`config.mk`:
```
export PLATFORM = sky130hd
export DESIGN_NAME = photon_col_seq_flat
export DESIGN_NICKNAME = d
export VERILOG_FILES = /design/src/rtl/photon_col_seq_if.sv /design/src/rtl/photon_col_seq.sv /design/src/flat_wrapper.sv
export SDC_FILE = /design/constraint.sdc
export NUM_CORES = 1
export LEC_CHECK = 0
export CAP_MARGIN = 20
export CORE_MARGIN = 5
export CORE_UTILIZATION = 30
export DETAILED_ROUTE_END_ITERATION = 10
export PLACE_DENSITY_LB_ADDON = 0.2
export SLEW_MARGIN = 10
export SYNTH_ARGS = -nofsm -noshare
export SYNTH_HDL_FRONTEND = slang
export SYNTH_SLANG_ARGS = --single-unit
```
`constraint.sdc`:
```
create_clock -name g_clk -period 9.7 [get_ports g_clk]
set_clock_uncertainty 0.1 [all_clocks]
set_input_delay 1.94 -clock g_clk [delete_from_list [all_inputs] [get_ports g_clk]]
set_output_delay 1.94 -clock g_clk [all_outputs]
set_load 0.02 [all_outputs]
```
`src/rtl/photon_col_seq_if.sv`:
```
// ---------------------------------------------------------------------------
// photon_col_seq_if
//
// Purpose : bundles the column-in / result-out streams of photon_col_seq.
//
// Signals :
//   in_valid  producer offers a column (in_data + in_seed)
//   in_ready  block can take a column this cycle
//   in_data   32-bit column, nibble i at bits [4i+3:4i]
//   in_seed   32-bit accumulator start value
//   out_valid out_data holds a finished result
//   out_ready consumer takes the result this cycle
//   out_data  32-bit result, nibble j at bits [4j+3:4j]
//
// Handshake : a transfer happens on a rising clock edge where valid and
//             ready are both high. Once valid is raised the sender keeps its
//             payload stable until that edge; ready may change freely and
//             never depends combinationally on valid.
//
// Modports  : master = column producer / result consumer (testbench side)
//             slave  = photon_col_seq
// ---------------------------------------------------------------------------
interface photon_col_seq_if;
    logic        in_valid;
    logic        in_ready;
    logic [31:0] in_data;
    logic [31:0] in_seed;
    logic        out_valid;
    logic        out_ready;
    logic [31:0] out_data;

    modport master (
        output in_valid,
        output in_data,
        output in_seed,
        output out_ready,
        input  in_ready,
        input  out_valid,
        input  out_data
    );

    modport slave (
        input  in_valid,
        input  in_data,
        input  in_seed,
        input  out_ready,
        output in_ready,
        output out_valid,
        output out_data
    );
endinterface

```
`src/rtl/photon_col_seq.sv`:
```
// ---------------------------------------------------------------------------
// photon_col_seq
//
// Purpose : PHOTON-style column step. For a 32-bit column x (eight nibbles)
//           and a 32-bit seed it computes
//             out nibble j = seed_j ^ XOR_i ( M[j][i] * S(x_i) )
//           with the product taken in GF(2^4) mod x^4+x+1. The column is
//           walked UNROLL nibbles per cycle, so a result takes 8/UNROLL
//           RUN cycles; the result does not depend on UNROLL.
//
// Parameters:
//   UNROLL    nibbles folded in per RUN cycle: 1, 2, 4 or 8
//
// Ports   :
//   g_clk     clock, all state on the rising edge
//   g_resetn  synchronous active-low reset
//   bus       photon_col_seq_if.slave (column in, result out)
//   busy      high while the FSM is in RUN
//   o_state   current FSM state (0 IDLE, 1 RUN, 2 DONE) for observation
// ---------------------------------------------------------------------------
module photon_col_seq #(
    parameter int UNROLL = 1
) (
    input  logic            g_clk,
    input  logic            g_resetn,
    photon_col_seq_if.slave bus,
    output logic            busy,
    output logic [1:0]      o_state
);

    // -----------------------------------------------------------------------
    // Configuration guard
    // -----------------------------------------------------------------------
    generate
        if (UNROLL != 1 && UNROLL != 2 && UNROLL != 4 && UNROLL != 8) begin : g_bad_unroll
            $error("photon_col_seq: UNROLL must be 1, 2, 4 or 8");
        end
    endgenerate

    // -----------------------------------------------------------------------
    // Constants
    // -----------------------------------------------------------------------
    typedef enum logic [1:0] {
        S_IDLE = 2'd0,
        S_RUN  = 2'd1,
        S_DONE = 2'd2
    } state_t;

    // S-box, entry k at bits [4k+3:4k]:
    // S = {C,5,6,B,9,0,A,D,3,E,F,8,4,7,1,2}
    localparam logic [63:0] SBOX = 64'h2174_8FE3_DA09_B65C;

    // Mixing matrix. Row j occupies bits [32j+31:32j]; inside a row the
    // coefficient for column nibble i sits at [4i+3:4i]. So M[j][i] is at
    // bit offset {j, i, 2'b00}.
    localparam logic [255:0] MTAB = {
        32'h32A5_AD1F,  // row 7: F,1,D,A,5,A,2,3
        32'hE113_A22C,  // row 6: C,2,2,A,3,1,1,E
        32'h69C4_F5E9,  // row 5: 9,E,5,F,4,C,9,6
        32'hDE5E_D9CF,  // row 4: F,C,9,D,E,5,E,D
        32'hEFDC_1561,  // row 3: 1,6,5,1,C,D,F,E
        32'h9D49_DD44,  // row 2: 4,4,D,D,9,4,D,9
        32'h2577_D89C,  // row 1: C,9,8,D,7,7,5,2
        32'h6582_B242   // row 0: 2,4,2,B,2,8,5,6
    };

    // The nibble counter is 3 bits wide; with UNROLL=8 the step wraps to 0,
    // which is harmless because the first (and only) group is also the last.
    localparam logic [2:0] STEP     = 3'(UNROLL);
    localparam logic [2:0] LAST_IDX = 3'(8 - UNROLL);

    // -----------------------------------------------------------------------
    // GF(2^4) arithmetic
    // -----------------------------------------------------------------------
    // Shift-and-add multiply: walk the bits of b, doubling a each step and
    // folding the x^4 carry back in as x+1 (0x3).
    function automatic logic [3:0] gf_mul(input logic [3:0] a, input logic [3:0] b);
        logic [3:0] prod;
        logic [3:0] sh;
        prod = 4'h0;
        sh   = a;
        for (int k = 0; k < 4; k++) begin
            if (b[k]) begin
                prod = prod ^ sh;
            end
            sh = {sh[2:0], 1'b0} ^ (sh[3] ? 4'h3 : 4'h0);
        end
        return prod;
    endfunction

    // Contribution of column nibble i to all eight output nibbles.
    function automatic logic [31:0] col_contrib(input logic [31:0] x_word,
                                                input logic [2:0]  i);
        logic [3:0]  xn;
        logic [3:0]  s;
        logic [31:0] r;
        xn = x_word[{i, 2'b00} +: 4];
        s  = SBOX[{xn, 2'b00} +: 4];
        r  = 32'h0;
        for (int j = 0; j < 8; j++) begin
            r[j*4 +: 4] = gf_mul(MTAB[{3'(j), i, 2'b00} +: 4], s);
        end
        return r;
    endfunction

    // -----------------------------------------------------------------------
    // State and datapath registers
    // -----------------------------------------------------------------------
    state_t      r_state;
    logic [31:0] r_x;
    logic [31:0] r_acc;
    logic [2:0]  r_idx;

    state_t      w_next;
    logic        w_accept;
    logic        w_last;
    logic [31:0] w_contrib;

    assign w_accept = bus.in_valid && (r_state == S_IDLE);
    assign w_last   = (r_idx == LAST_IDX);

    // XOR of the contributions of nibbles r_idx .. r_idx+UNROLL-1. The group
    // never crosses nibble 7 because r_idx is always a multiple of UNROLL.
    always_comb begin
        w_contrib = 32'h0;
        for (int u = 0; u < UNROLL; u++) begin
            w_contrib = w_contrib ^ col_contrib(r_x, r_idx + 3'(u));
        end
    end

    // -----------------------------------------------------------------------
    // FSM: state register
    // -----------------------------------------------------------------------
    always_ff @(posedge g_clk) begin
        if (!g_resetn) begin
            r_state <= S_IDLE;
        end else begin
            r_state <= w_next;
        end
    end

    // -----------------------------------------------------------------------
    // FSM: next-state logic
    // -----------------------------------------------------------------------
    always_comb begin
        w_next = r_state;
        case (r_state)
            S_IDLE: begin
                if (bus.in_valid) begin
                    w_next = S_RUN;
                end
            end
            S_RUN: begin
                if (w_last) begin
                    w_next = S_DONE;
                end
            end
            S_DONE: begin
                if (bus.out_ready) begin
                    w_next = S_IDLE;
                end
            end
            default: begin
                w_next = S_IDLE;
            end
        endcase
    end

    // -----------------------------------------------------------------------
    // FSM: outputs
    // -----------------------------------------------------------------------
    always_comb begin
        bus.in_ready  = (r_state == S_IDLE);
        bus.out_valid = (r_state == S_DONE);
        busy          = (r_state == S_RUN);
        // The accumulator is only exposed while a result is on offer so the
        // bus reads 0 at all other times, including mid-computation.
        bus.out_data  = (r_state == S_DONE) ? r_acc : 32'h0;
        o_state       = r_state;
    end

    // -----------------------------------------------------------------------
    // Datapath: column capture and accumulation
    // -----------------------------------------------------------------------
    // Inputs are captured only on the accept edge; anything on in_data or
    // in_seed afterwards is ignored. r_acc keeps the result through DONE and
    // is only overwritten by the next accept.
    always_ff @(posedge g_clk) begin
        if (!g_resetn) begin
            r_x   <= 32'h0;
            r_acc <= 32'h0;
            r_idx <= 3'd0;
        end else if (w_accept) begin
            r_x   <= bus.in_data;
            r_acc <= bus.in_seed;
            r_idx <= 3'd0;
        end else if (r_state == S_RUN) begin
            r_acc <= r_acc ^ w_contrib;
            r_idx <= r_idx + STEP;
        end
    end

endmodule

```
`src/flat_wrapper.sv`:
```
// flat-port wrapper written by rule: the top's interface ports become plain ports
module photon_col_seq_flat 
#(
    parameter int UNROLL = 1
)
  (g_clk, g_resetn, busy, o_state, bus_in_valid, bus_in_data, bus_in_seed, bus_out_ready, bus_in_ready, bus_out_valid, bus_out_data);
  photon_col_seq_if bus_i ();
  input  logic g_clk;
  input  logic g_resetn;
  output logic busy;
  output logic [1:0] o_state;
  input wire logic [$bits(bus_i.in_valid)-1:0] bus_in_valid;
  input wire logic [$bits(bus_i.in_data)-1:0] bus_in_data;
  input wire logic [$bits(bus_i.in_seed)-1:0] bus_in_seed;
  input wire logic [$bits(bus_i.out_ready)-1:0] bus_out_ready;
  output wire logic [$bits(bus_i.in_ready)-1:0] bus_in_ready;
  output wire logic [$bits(bus_i.out_valid)-1:0] bus_out_valid;
  output wire logic [$bits(bus_i.out_data)-1:0] bus_out_data;
  assign bus_i.in_valid = bus_in_valid;
  assign bus_i.in_data = bus_in_data;
  assign bus_i.in_seed = bus_in_seed;
  assign bus_i.out_ready = bus_out_ready;
  assign bus_in_ready = bus_i.in_ready;
  assign bus_out_valid = bus_i.out_valid;
  assign bus_out_data = bus_i.out_data;
  photon_col_seq #(.UNROLL(UNROLL)) u_core (.g_clk(g_clk), .g_resetn(g_resetn), .bus(bus_i), .busy(busy), .o_state(o_state));
endmodule
```
Word level (Yosys, flattened, before mapping) --
Cells that the tools add are included.
Storage, ports and cells: output and inout bits 37, bits in registers 69
Cells by class: reductions and logical operators 5, shift-type cells 10, mux-type cells 63, eq/ne operators 6, bitwise logic cells 50, add/subtract/negate cells 1
Operators by type and width (number):
- variable part select 256 x 9 -> 4 bit, first input constant | 4
- variable part select 256 x 8 -> 4 bit, first input constant | 2
- variable part select 256 x 6 -> 4 bit, first input constant | 1
- variable part select 256 x 7 -> 4 bit, first input constant | 1
- XOR 4 bit | 48
- two-way mux 4 bit | 32
- two-way mux 32 bit | 3
- variable part select 64 x 7 -> 4 bit, first input constant | 1
- two-way mux 2 bit | 27
- variable part select 32 x 6 -> 4 bit | 1
- XOR 32 bit | 1
- one-hot mux 2 bit (3 select lines) | 1
- != test 2 bit, second input constant | 2
- adder 3 x 1 -> 3 bit, second input constant | 1
- equality test 3 bit, second input constant | 1
- AND reduction 3 bit | 1
- equality test 2 x 1 -> 1 bit, second input constant | 1
- equality test 2 bit, second input constant | 1
- zero test 2 bit | 1
- != test 2 x 1 -> 1 bit, second input constant | 1
- nonzero test 2 bit | 1
- OR reduction 2 bit | 1
- logical AND 1 bit | 1
- inverter 1 bit | 1

Longest topological paths before layout --
depth in word-level cells 12, gate-level depth with buffers 15, gate-level depth less buffers 11

Worst setup path before layout --
Ideal clock, no wire load.
kind flip-flop to flip-flop, start reg u_core.r_idx[0], end reg u_core.r_acc[14], period minus slack after synthesis 3585 ps, data arrival time 3410 ps, setup time 74 ps, stages on the path, launching flop included 14, slack 6115 ps, data required time 9526 ps, path through dfxtp_1 > buf_6 > mux4_2 > mux2i_4 > ha_1 > inv_1 > nand3_1 > a21oi_2 > buf_2 > nor2_1 > a221oi_1 > xor2_1 > or3_1 > a31oi_1
Between the ends: cells in the longest elaborated chain, start to end 12, elaborated cells on any way between the ends 18, those cells by class shift (3); mux (8); bitwise (7)
RTL lines:
- start, declared | line photon_col_seq.sv:112 | logic [2:0] r_idx;
- start signal, assigned | line photon_col_seq.sv:199 | r_idx <= r_idx + STEP;
- variable part select 32 x 6 -> 4 bit | line photon_col_seq.sv:97 | xn = x_word[{i, 2'b00} +: 4];
- variable part select 64 x 7 -> 4 bit | line photon_col_seq.sv:98 | s = SBOX[{xn, 2'b00} +: 4];
- two-way mux 4 bit | line photon_col_seq.sv:83 | if (b[k]) begin
- XOR 4 bit | line photon_col_seq.sv:84 | prod = prod ^ sh;
- two-way mux 4 bit | line photon_col_seq.sv:83
- XOR 4 bit | line photon_col_seq.sv:84
- two-way mux 4 bit | line photon_col_seq.sv:83
- XOR 4 bit | line photon_col_seq.sv:84
- two-way mux 4 bit * | line photon_col_seq.sv:83
- XOR 32 bit * | line photon_col_seq.sv:198 | r_acc <= r_acc ^ w_contrib;
- two-way mux 32 bit * | line photon_col_seq.sv:197 | end else if (r_state == S_RUN) begin
- two-way mux 32 bit * | line photon_col_seq.sv:193 | end else if (w_accept) begin
- end signal, assigned | line photon_col_seq.sv:195 | r_acc <= bus.in_seed;
- end signal, assigned | line photon_col_seq.sv:198
- end, declared | line photon_col_seq.sv:111 | logic [31:0] r_acc;
Mark *: on every way between the ends. The rest lies on a longest branch, timed or not. The select of a mux whose other input is x is not followed. A chain may end at the register's enable or synchronous reset.

Worst setup path after layout --
start reg u_core.r_idx[2], end reg u_core.r_acc[15]
Same word-level chain as after synthesis.

==> impl_results.md <==
* Worst Setup SP: u_core.r_idx[2]
* N_diodes at 0
* Post-route cell area at 7985 um2
* Post-DRT Antenna Nets at 0
* Congestion Overflow GR at 0
* Die Ht at 157.3 um
* Worst-path cell chain: buf_4, inv_1, buf_4, mux2i_1, ha_1, inv_1, nand3_1, a21oi_2, o22ai_1, a32oi_1, mux2i_1, xnor2_1, a21oi_1
* Tcrit/Tclk final at 47.79%
* Die width at 157.3 um
* Clk_lat worst skew at 0.35 ns
* Worst Setup Start Kind: flip-flop
* Worst-path clk slew at 0.06 ns
* Critical path's slowest cell: a21oi_2
* CP Capture Type: flip-flop
* Critical path depth in cells at 13
* Buf/Inv on CP at 4
* Num Clock Sinks at 69
* Post-layout net count at 1,021
* DRT iter0 DRCs at 729
* IO Count at 105
* Crit-path leading delay family: compound AO/OA/AOI/OAI gates
* Met1 WL at 10,520 um
* WHS at 0.3542 ns
* Core Rows at 54
* # setup viols final at 0
* Slowest stage delay, CP at 0.80 ns
* Filler cells at 2,325
* Synthesized Nets at 968
* Max Slew Vio Count at 0
* Die area at 24,750 um2
* Core Area at 21,620 um2
* Critical path peak fanout at 64
* Final Hold Vio Count at 0
* Post-synth ARST share at 0%
* RSZ-0062 raised after global routing: false
* DR top layer: met4
* Mapped Avg Cell Area at 7.332 um2
* Hold Buf Count CTS at 0
* Root Driver: clkbuf_16
* Fmax at 0.2157 GHz
* CP Class: flip-flop to flip-flop
* R2r endpoint: u_core.r_acc[15]
* Max-Cap Viols at 0
* Setup Fix Bufs, Post-CTS at 0
* Hold Path Class: flip-flop to flip-flop
* Vias in the first global route at 6,534
* Avg WL per Cell at 19.60 um
* H-tree levels at 3
* Drt total wl at 24,030 um
* Hpwl dp at 16,600 um
* Mapped Cells at 888
* Most frequent cells after synthesis: 115 x nand2_1, 69 x a21oi_1, 69 x dfxtp_1
* Capture point of the worst path: u_core.r_acc[15]
* Met3 wire len at 2085 um
* Top post-synthesis cells by area: dfxtp_1 21%, nand2_1 6.6%, xnor2_1 5.4%
* First-pass GRT wire length at 37,260 um
* Detailed-route via count at 6,927
* Worst-case vdd ir drop at 0.09331 mV
* Most frequent cell after synthesis: nand2_1
* Crit Reg-Reg Startpoint: u_core.r_idx[2]
* GP Congestion at 0.9742
* Top-area cell type share of the netlist area at 21.21%
* Clock tree buffer depth at 2
* Drt via density at 5.650
* Layout cell share with drive strength beyond 1 at 7.822%
* Starting Density at 30.12%
* Yosys warning count at 0
* Min Clock Period, post-route at 4.635 ns
* Largest net degree at the start of global routing at 79
* DP Area at 7645 um2
* Part of the Yosys area used for sequential elements at 21.21%
* Synth Flop Type: dfxtp_1
* Post-synthesis cell type count at 84
* Power Total at 1.215 mW
* CTS Buf Count at 9
* WL met2 at 10,590 um
* Cell taking the most area after synthesis: dfxtp_1
* EDFF count, synth at 0
* Drc violations at 0
* PortBufs at 104
* CTS resizes at 0
* Relative slew slack at 35.23%
* Outcome: finished clean
* R2r setup slk at 5.06 ns
* Final TNS setup at 0 ns
* All-Layer GR Usage at 19.09%
* Drt pass-1 iters at 7
* Area growth from synthesis to layout at 22.64%
* Flops & latches, synth at 69
* CTS tree: built
* Mapped cell area at 6511 um2
* Initial antenna violation count at 0
* Static leakage at 2.776 nW
* Worst-Margin Slew at 0.9655 ns
* Reg2Reg Depth at 13
* Power Dens Cells at 152.1 nW/um2
* Required time worst endpoint at 9.80 ns
* Arrival @ worst endpoint at 4.73 ns
## tightest hold or removal path: stages, from the launching register on
cell and delay (ns):
dfxtp_1 0.31, nand2_1 0.05, a21oi_1 0.05
## kinds of logic after synthesis
kind of cell	count (synthesis)	synth area share (%)
AO/OA/AOI/OAI	254	27.02
XOR/XNOR	64	9.031
adder cells (fa/ha/maj)	12	2.306
buffers and inverters	92	6.668
flip-flops	69	21.21
multiplexers	25	5.630
AND/OR/NAND/NOR	372	28.13
## sequential cells by signal (all words and copies together), names as in the netlist
register,flops
u_core.r_x,32
u_core.r_idx,3
u_core.r_acc,32
u_core.o_state,2
## cells in the final DEF (no fill, tap or decap), drive strengths merged, types with 5 or more instances in the layout
cell type	count
nand4	9
a21oi	74
dfxtp	69
clkdlybuf4s50	104
a2111oi	9
inv	14
or3	13
xor2	22
xnor2	40
nand2	115
mux4	6
and2	36
o21a	5
a211oi	14
o211ai	15
nand3	47
o22ai	9
ha	12
buf	15
a311oi	6
o21ai	48
nor3	51
mux2i	12
nor2	60
mux2	7
nor4	12
o31ai	6
clkbuf	11
a31oi	15
and3	9
a22oi	6
## worst min-delay path by stage
stage,startpoint,endpoint,slack [ns],cells past startpoint
finish,u_core.r_x[22],u_core.r_x[22],0.35,2
global route,u_core.r_x[10],u_core.r_x[10],0.38,2
CTS,u_core.r_x[22],u_core.r_x[22],0.36,2
detailed placement,u_core.r_x[22],u_core.r_x[22],0.35,2
global placement,u_core.r_x[22],u_core.r_x[22],0.34,2
floorplan,u_core.r_acc[4],u_core.r_acc[4],0.33,1
## per-layer routing
layer  vias to the layer above  GRT usage (%)
met4                         0          7.333
met2                       344          29.51
met1                      3170          25.68
li1                       3349              -
met3                        64          4.702
met5                         -              0
## through the flow
| stage | worst slack (ns) | std cells | util [%] |
|---|---|---|---|
| after floorplan | 6.115 | 888 | - |
| after global placement | 5.205 | 1210 | 35.36 |
| after detailed placement | 5.180 | 1210 | 35.36 |
| after CTS | 5.134 | 1226 | 36.93 |
| after global routing | 4.801 | 1226 | 36.93 |
| final | 5.065 | 1226 | 36.93 |
## layout make-up
class                           instances  area [um2]  area share [%]
Tap cell                              280       350.3           4.387
Sequential cell                        69        1383           17.31
Multi-Input combinational cell        727        4702           58.88
Clock buffer                           11       232.7           2.914
Timing Repair Buffer                  119        1154           14.45
Clock inverter                          5       107.6           1.348
Inverter                               15       56.30          0.7051
## power breakdown
| part | switching [mW] | internal [mW] | leakage (nW) | total [mW] |
|---|---|---|---|---|
| logic | 0.297 | 0.195 | 2.04 | 0.492 |
| clock network | 0.135 | 0.253 | 0.164 | 0.388 |
| registers | 0.0218 | 0.313 | 0.570 | 0.335 |
| total | 0.453 | 0.761 | 2.78 | 1.21 |
Power figures use the tool's default switching activity.
